==> src/rtl/regfile_arbiter.sv <==
// ----------------------------------------------------------------------------
// regfile_arbiter
//
// Sits in front of the 32x32 register file and owns its write port and first
// read port. After reset it sweeps every register to zero, then shares the
// ports between two requesters with a round-robin arbiter. It grants at most
// one access per cycle. Requester writes to address 0 are accepted but never
// reach the register file, so x0 reads back as zero.
//
// Ports
//   CLK, RST_n                 clock, asynchronous active-low reset
//   ReqValid0/1, ReqWrite0/1   request present / 1 = write, 0 = read
//   ReqAddr0/1, ReqWData0/1    register address / write data
//   ReqReady0/1                request accepted this cycle (combinational)
//   RspValid0/1, RspData       read response one cycle after accept
//   InitDone                   high once the zero sweep has finished
//   RfReadAddress              register file first read address
//   RfWriteAddress             register file write address
//   RfWriteData, RfWriteEn     register file write data / enable
//   RfReadData                 register file first read data (registered)
// ----------------------------------------------------------------------------
module regfile_arbiter #(
    parameter int NUM_REGS    = 32,
    parameter int ADDR_W      = 5,
    parameter int DATA_W      = 32,
    parameter int INIT_ENABLE = 1
) (
    input  logic              CLK,
    input  logic              RST_n,

    input  logic              ReqValid0,
    input  logic              ReqWrite0,
    input  logic [ADDR_W-1:0] ReqAddr0,
    input  logic [DATA_W-1:0] ReqWData0,
    output logic              ReqReady0,

    input  logic              ReqValid1,
    input  logic              ReqWrite1,
    input  logic [ADDR_W-1:0] ReqAddr1,
    input  logic [DATA_W-1:0] ReqWData1,
    output logic              ReqReady1,

    output logic              RspValid0,
    output logic              RspValid1,
    output logic [DATA_W-1:0] RspData,
    output logic              InitDone,

    output logic [ADDR_W-1:0] RfReadAddress,
    output logic [ADDR_W-1:0] RfWriteAddress,
    output logic [DATA_W-1:0] RfWriteData,
    output logic              RfWriteEn,
    input  logic [DATA_W-1:0] RfReadData
);

    typedef enum logic {
        ST_INIT = 1'b0,
        ST_RUN  = 1'b1
    } state_e;

    localparam state_e            RESET_STATE = (INIT_ENABLE != 0) ? ST_INIT : ST_RUN;
    localparam logic [ADDR_W-1:0] LAST_IDX    = ADDR_W'(NUM_REGS - 1);

    // ------------------------------------------------------------------
    // State
    // ------------------------------------------------------------------
    state_e            state_q,      state_d;
    logic [ADDR_W-1:0] init_cnt_q,   init_cnt_d;
    logic              last_grant_q, last_grant_d;
    logic              rsp_valid0_q, rsp_valid0_d;
    logic              rsp_valid1_q, rsp_valid1_d;
    logic [ADDR_W-1:0] rd_addr_q,    rd_addr_d;
    logic [ADDR_W-1:0] wr_addr_q,    wr_addr_d;

    // ------------------------------------------------------------------
    // Combinational internals
    // ------------------------------------------------------------------
    logic              run;
    logic              sweeping;
    logic              grant0;
    logic              grant1;
    logic              sel_write;
    logic [ADDR_W-1:0] sel_addr;
    logic [DATA_W-1:0] sel_wdata;
    logic [ADDR_W-1:0] rf_read_addr;
    logic [ADDR_W-1:0] rf_write_addr;
    logic [DATA_W-1:0] rf_write_data;
    logic              rf_write_en;

    assign run      = (state_q == ST_RUN);
    assign sweeping = (state_q == ST_INIT);

    // Round-robin: with both valid, the requester that did not win last time
    // is granted. last_grant_q = 1 means requester 1 won last, so 0 goes next.
    assign grant0 = run && ReqValid0 && (!ReqValid1 ||  last_grant_q);
    assign grant1 = run && ReqValid1 && (!ReqValid0 || !last_grant_q);

    assign sel_write = grant1 ? ReqWrite1 : ReqWrite0;
    assign sel_addr  = grant1 ? ReqAddr1  : ReqAddr0;
    assign sel_wdata = grant1 ? ReqWData1 : ReqWData0;

    // Register file port drive. Addresses hold their previous value whenever
    // the port is idle so the register file inputs do not toggle needlessly.
    always_comb begin
        rf_read_addr  = rd_addr_q;
        rf_write_addr = wr_addr_q;
        rf_write_data = '0;
        rf_write_en   = 1'b0;

        if (sweeping) begin
            rf_write_addr = init_cnt_q;
            rf_write_data = '0;
            rf_write_en   = 1'b1;
        end else if (grant0 || grant1) begin
            if (sel_write) begin
                rf_write_addr = sel_addr;
                rf_write_data = sel_wdata;
                // x0 is hardwired: accept the write but never commit it.
                rf_write_en   = (sel_addr != '0);
            end else begin
                rf_read_addr  = sel_addr;
            end
        end
    end

    // Next-state logic
    always_comb begin
        state_d      = state_q;
        init_cnt_d   = init_cnt_q;
        last_grant_d = last_grant_q;
        rsp_valid0_d = 1'b0;
        rsp_valid1_d = 1'b0;
        rd_addr_d    = rf_read_addr;
        wr_addr_d    = rf_write_addr;

        case (state_q)
            ST_INIT: begin
                if (init_cnt_q == LAST_IDX) begin
                    state_d    = ST_RUN;
                    init_cnt_d = '0;
                end else begin
                    init_cnt_d = init_cnt_q + 1'b1;
                end
            end
            ST_RUN: begin
                // RUN is only left through reset.
            end
            default: begin
                state_d = RESET_STATE;
            end
        endcase

        if (grant0) begin
            last_grant_d = 1'b0;
        end else if (grant1) begin
            last_grant_d = 1'b1;
        end

        // The register file registers its read data, so a read accepted now
        // is answered next cycle straight from RfReadData.
        rsp_valid0_d = grant0 && !ReqWrite0;
        rsp_valid1_d = grant1 && !ReqWrite1;
    end

    // ------------------------------------------------------------------
    // Control registers
    // ------------------------------------------------------------------
    always_ff @(posedge CLK or negedge RST_n) begin
        if (!RST_n) begin
            state_q      <= RESET_STATE;
            init_cnt_q   <= '0;
            last_grant_q <= 1'b1;
            rsp_valid0_q <= 1'b0;
            rsp_valid1_q <= 1'b0;
        end else begin
            state_q      <= state_d;
            init_cnt_q   <= init_cnt_d;
            last_grant_q <= last_grant_d;
            rsp_valid0_q <= rsp_valid0_d;
            rsp_valid1_q <= rsp_valid1_d;
        end
    end

    // Address hold registers carry only don't-care values, so no reset.
    always_ff @(posedge CLK) begin
        rd_addr_q <= rd_addr_d;
        wr_addr_q <= wr_addr_d;
    end

    // ------------------------------------------------------------------
    // Outputs
    // ------------------------------------------------------------------
    // Enables and status are forced low while reset is held, which matters
    // when the reset state is RUN or INIT (both would otherwise drive them).
    assign ReqReady0      = grant0 && RST_n;
    assign ReqReady1      = grant1 && RST_n;
    assign RfWriteEn      = rf_write_en && RST_n;
    assign InitDone       = run && RST_n;
    assign RfReadAddress  = rf_read_addr;
    assign RfWriteAddress = rf_write_addr;
    assign RfWriteData    = rf_write_data;
    assign RspValid0      = rsp_valid0_q;
    assign RspValid1      = rsp_valid1_q;
    assign RspData        = RfReadData;

endmodule

==> config.mk <==
export PLATFORM = sky130hd
export DESIGN_NAME = regfile_arbiter
export DESIGN_NICKNAME = d
export VERILOG_FILES = /design/src/rtl/regfile_arbiter.sv
export SDC_FILE = /design/constraint.sdc
export NUM_CORES = 1
export LEC_CHECK = 0
export BUFFER_PORTS_ARGS = -buffer_cell sky130_fd_sc_hd__buf_2
export CAP_MARGIN = 20
export CORE_MARGIN = 3
export CORE_UTILIZATION = 37
export CTS_CLUSTER_SIZE = 24
export DETAILED_ROUTE_END_ITERATION = 6
export GPL_TIMING_DRIVEN = 0
export PLACE_DENSITY = 0.92
export REMOVE_ABC_BUFFERS = 1
export SYNTH_ARGS = -nofsm -noshare
export SYNTH_HDL_FRONTEND = slang
export SYNTH_SLANG_ARGS = --single-unit
==> constraint.sdc <==
create_clock -name CLK -period 4.8 [get_ports CLK]
set_input_delay 0.96 -clock CLK [delete_from_list [all_inputs] [get_ports CLK]]
set_output_delay 0.96 -clock CLK [all_outputs]
set_load 0.01 [all_outputs]
======== After elaboration in Yosys (flattened, before gate mapping) ========
Cells that the tools add are included.
cells by class
  add/sub/neg operators ................... 1
  $mul .................................... 0
  div/mod/pow operators ................... 0
  magnitude comparators ................... 0
  equality and inequality tests ........... 1
  shift-type cells ........................ 0
  muxes and demuxes ....................... 20
  bitwise logic cells ..................... 0
  reduce and logical (&&, ||, !) cells .... 20
operators with widths
  operator                                                       count
  32-bit 2-to-1 mux                                              4
  5-bit 2-to-1 mux                                               8
  1-bit logical AND                                              10
  1-bit 2-to-1 mux                                               8
  5-bit by 1-bit adder with 5-bit output, second input constant  1
  5-bit == test, second input constant                           1
  1-bit logical NOT                                              5
  5-bit nonzero test                                             1
  1-bit logical OR                                               3
  2-bit nonzero test                                             1
storage, ports and cells
  register bits after elaboration ......... 19
  bits in latches ......................... 0
  memory bits (writable) .................. 0
  ROM bits ................................ 0
  input port bits ......................... 112
  word-level logic and storage cells ...... 49
  memories kept ........................... 0

======== Logic depth before layout (Yosys ltp) ========
  depth in word-level cells ............... 9
  mapped depth ............................ 6

======== Worst setup path after synthesis ========
Ideal clock, no wire load.
  kind .................................... input to output
  start ................................... in ReqValid1
  end ..................................... out RfWriteEn
  arrival ................................. 1.947 ns
  setup slack ............................. 1.893 ns
  stages on the path ...................... 4
  buffers on the path ..................... 0
  cells stage by stage .................... a21boi_4 > nand2_4 > mux2_4 > o311a_1
on the way
  word-level cells in the longest chain between the ends .. 8
  elaborated cells on any way between the ends .. 13
  classes of those cells .................. mux: 5; reduce/logical: 8
RTL lines
  what                             line  text
  start, declared                  37    input logic ReqValid1,
  1-bit logical AND (2 in series)  95    assign grant1 = run && ReqValid1 && (!ReqValid0 || !last_grant_q);
  5-bit 2-to-1 mux                 98    assign sel_addr = grant1 ? ReqAddr1 : ReqAddr0;
  5-bit nonzero test               118   rf_write_en = (sel_addr != '0);
  1-bit 2-to-1 mux                 114   if (sel_write) begin
  1-bit 2-to-1 mux *               113   end else if (grant0 || grant1) begin
  1-bit 2-to-1 mux *               109   if (sweeping) begin
  1-bit logical AND *              196   assign RfWriteEn = rf_write_en && RST_n;
  end, declared                    51    output logic RfWriteEn,
Every way passes the cells marked *; elsewhere a longest branch is shown, timed or not.

======== Worst setup path after layout ========
  start ................................... reg state_q, in the netlist run
  end ..................................... out RfWriteData[8]
on the way
  word-level cells in the longest chain between the ends .. 6
  elaborated cells on any way between the ends .. 10
  classes of those cells .................. mux: 5; reduce/logical: 5
RTL lines
  what                                                   line    text
  start, declared                                        66      state_e state_q, state_d;
  start signal, assigned                                 175     state_q <= state_d;
  1-bit logical AND (2 in series)                        95
  32-bit 2-to-1 mux or 1-bit 2-to-1 mux (tied branches)  99, 97
  32-bit 2-to-1 mux                                      114
  32-bit 2-to-1 mux                                      113
  32-bit 2-to-1 mux *                                    109
  end, declared                                          50      output logic [DATA_W-1:0] RfWriteData,
Marks and branches as above.

==> out/results.ini <==
[yosys]
synth-async-reset-ratio_pct=47.4
synthTopCellsByArea=buf_4, dfrtp_1, dfxtp_1
synth-seq-cells=19
yosysTopAreaCell=buf_4
synth.top_cell.area_share_pct=14.5
avgSynthCellArea_sq_um=7.50
ys.flop_type=dfxtp_1
synth_edf_count=0
synth_seq_area_share_pct=24.9
yosys_warnings=0
synth.distinct_cells=36
synth_area_sq_um=1710
syn_inst=228

[drt]
ant_nets=0
wl_microns=7980
drcViolationCount=0
vias=2018
drtPass1Iterations=6
drtIter0Drc=155
viasPerCell=5.53
wl_per_cell_microns=21.9

[sta]
final_hold_viol_count=0
setup_tns_ns=0
grt_setup_unrepaired=false
worstMarginPinSlew_ns=0.875
holdWs_ns=0.458
max_slew_margin_pct=41.6
skew_ns=0.00416
period_minus_slack_ns=3.70
setup_slack_ns=1.10
finalMaxSlewViolations=0
setup_viol_count_final=0
fmax_ghz=0.270
layout_worst_path_cycle_share_pct=77.1

[clock_tree]
cts_root_buf=clkbuf_8
clockBufferDepth=2
cts_hold_buf=0
clock-sinks=19
clock_latency_ns=0.25
clk_pin_slew_ns=0.07
cts_buffers=3
cts_tree=built
cts_setup_buffers=0
cts_max_level=1
cts_resized=0

[grt]
grt_pass1_vias=1843
grtUsageMet3_pct=14.6
top_usage_layer=met2
antenna_found_initial=0
overflow=0
grt_max_degree=54
grtUsageMet2_pct=41.9
grtUsageTotal_pct=28.4
grt_pass1_wl_microns=11000
grt_use_met1_pct=30.5

[floorplan]
die_area_sq_um=5470
io_pins=192
dieWidth_microns=74.0
die_y_microns=74.0
initial_core_util_pct=38.7
num_rows=24
core_sq_um=4410

[setup_path]
r2r_start=run$_DFF_PN0_
crit_start=run$_DFF_PN0_
crit_fanout=53
slowest_stage=dfrtp_2
path_cells=inv_1, nor2_2, buf_8, nand2_1, a21oi_1, buf_2
critPathRequiredTime_ns=3.84
worst-setup-path-type=register to output pin
cp_data_arrival_time_ns=2.74
worstSetupEndpointType=output pin
cpPeakStageDelay_ns=0.95
cp-start-kind=register

[finish]
syn_to_final_growth_pct=27.9
diodes=0
n_fill_cell=440
final_common_cell=buf_2
mostFrequentLayoutCells=buf_2, nand2_1, nand3_1, a21oi_1, dfxtp_1
fin_util_pct=49.5
design_area_sq_um=2190
drive_gt1_share_pct=48.6
fin_nets=428

[place]
place_congestion=0.932
hpwl_microns=6820
placed_area_sq_um=2140
dp_slack_ns=1.13
io_buffers=127

[pwr]
ir_drop_mv=0.136
pwr-share-clk_pct=21.2
switching_share_pct=33.7
p_per_area_nw_per_um2=238
p_int_uw=345
comb_power_share_pct=42.8
netSwitchingPower_uw=175
p_seq_share_pct=36.0
p_leak_uw=0.00122

[run_status]
status=complete, no violations

[hold_path]
hp-start=rd_addr_q[0]$_DFF_P_
hold_class=register to register

[flow_run]
drv_cap=0

[per-stage QoR]
| step | instances | power [uW] |
|---|---|---|
| after floorplan | 179 | 308 |
| after global placement | 358 | 402 |
| after detailed placement | 361 | 413 |
| after CTS | 365 | 525 |
| after global routing | 365 | 558 |
| final | 365 | 520 |
[sequential cells by signal, summed over array words and instances (netlist names)]
signal and flops:
RspValid1 1, last_grant_q 1, wr_addr_q 5, RspValid0 1
rd_addr_q 5, run 1, init_cnt_q 5
[per-layer routing]
layer / routed length [microns] / share of wire (%) / up-vias
met1: 2660 / 33 / 910
met5: 54 / 0.68 / -
met2: 3380 / 42 / 148
met4: 692 / 8.7 / 2
li1: - / - / 934
met3: 1200 / 15 / 24
[power by group through the flow]
| stage | logic [uW] | clock network, uW | registers, uW |
|---|---|---|---|
| 6_report | 223 | 110 | 187 |
| 5_1_grt | 246 | 122 | 190 |
| 4_1_cts | 223 | 114 | 188 |
| 3_5_place_dp | 222 | 0 | 191 |
| 3_3_place_gp | 212 | 0 | 190 |
| 2_1_floorplan | 118 | 0 | 190 |
[cells by family after synthesis]
| logic type | Yosys count | share of synthesized area, % |
|---|---|---|
| DFF | 19 | 24.9 |
| AOI/OAI and AO/OA | 49 | 18.4 |
| buffers and inverters | 51 | 19.1 |
| muxes | 13 | 9.58 |
| adders and majority gates | 2 | 1.46 |
| and+or+nand+nor | 94 | 26.6 |
[synthesized netlist by cell type, types with 2 or more instances]
| library cell | count |
|---|---|
| nand2_1 | 37 |
| a21oi_1 | 33 |
| buf_4 | 33 |
| nand3_1 | 33 |
| dfxtp_1 | 10 |
| buf_2 | 9 |
| dfrtp_1 | 8 |
| and3_1 | 6 |
| clkbuf_1 | 6 |
| a221o_1 | 5 |
| mux2_1 | 5 |
| mux2_4 | 5 |
| o21ai_0 | 5 |
| and2_1 | 3 |
| and3_2 | 2 |
| ha_1 | 2 |
| inv_1 | 2 |
| mux2_2 | 2 |
| nand2b_1 | 2 |
| nor2_1 | 2 |
| nor3_1 | 2 |
| nor4_1 | 2 |
[critical path, delay by kind of cell (launching register included)]
family / cells / cell delay (ns)
flops: 1 / 0.95
buf+inv: 3 / 0.77
simple gates: 2 / 0.59
compound gates: 1 / 0.18
[worst paths after layout]
check | end | depth (start not counted) | slack, ns
worst min register to register | rd_addr_q[0]$_DFF_P_ | 1 | 0.46
worst min-delay path | rd_addr_q[0]$_DFF_P_ | 1 | 0.46
min in group asynchronous | RspValid1$_DFF_PN0_ | 1 | 0.57
worst max-delay path | RfWriteData[8] | 6 | 1.10
worst max register to register | wr_addr_q[4]$_DFF_P_ | 4 | 2.69
max in group asynchronous | last_grant_q$_DFFE_PN1N_ | 1 | 3.95
[layout make-up]
type	instances	area (sq um)	share of cell area, %
Inverter	2	7.51	0.343
Timing Repair Buffer	130	677	30.9
Tap cell	52	65.1	2.97
Sequential cell	19	428	19.6
Clock buffer	4	45.0	2.06
Multi-Input combinational cell	158	965	44.1
Note: power is estimated with default switching activity, not from simulation.
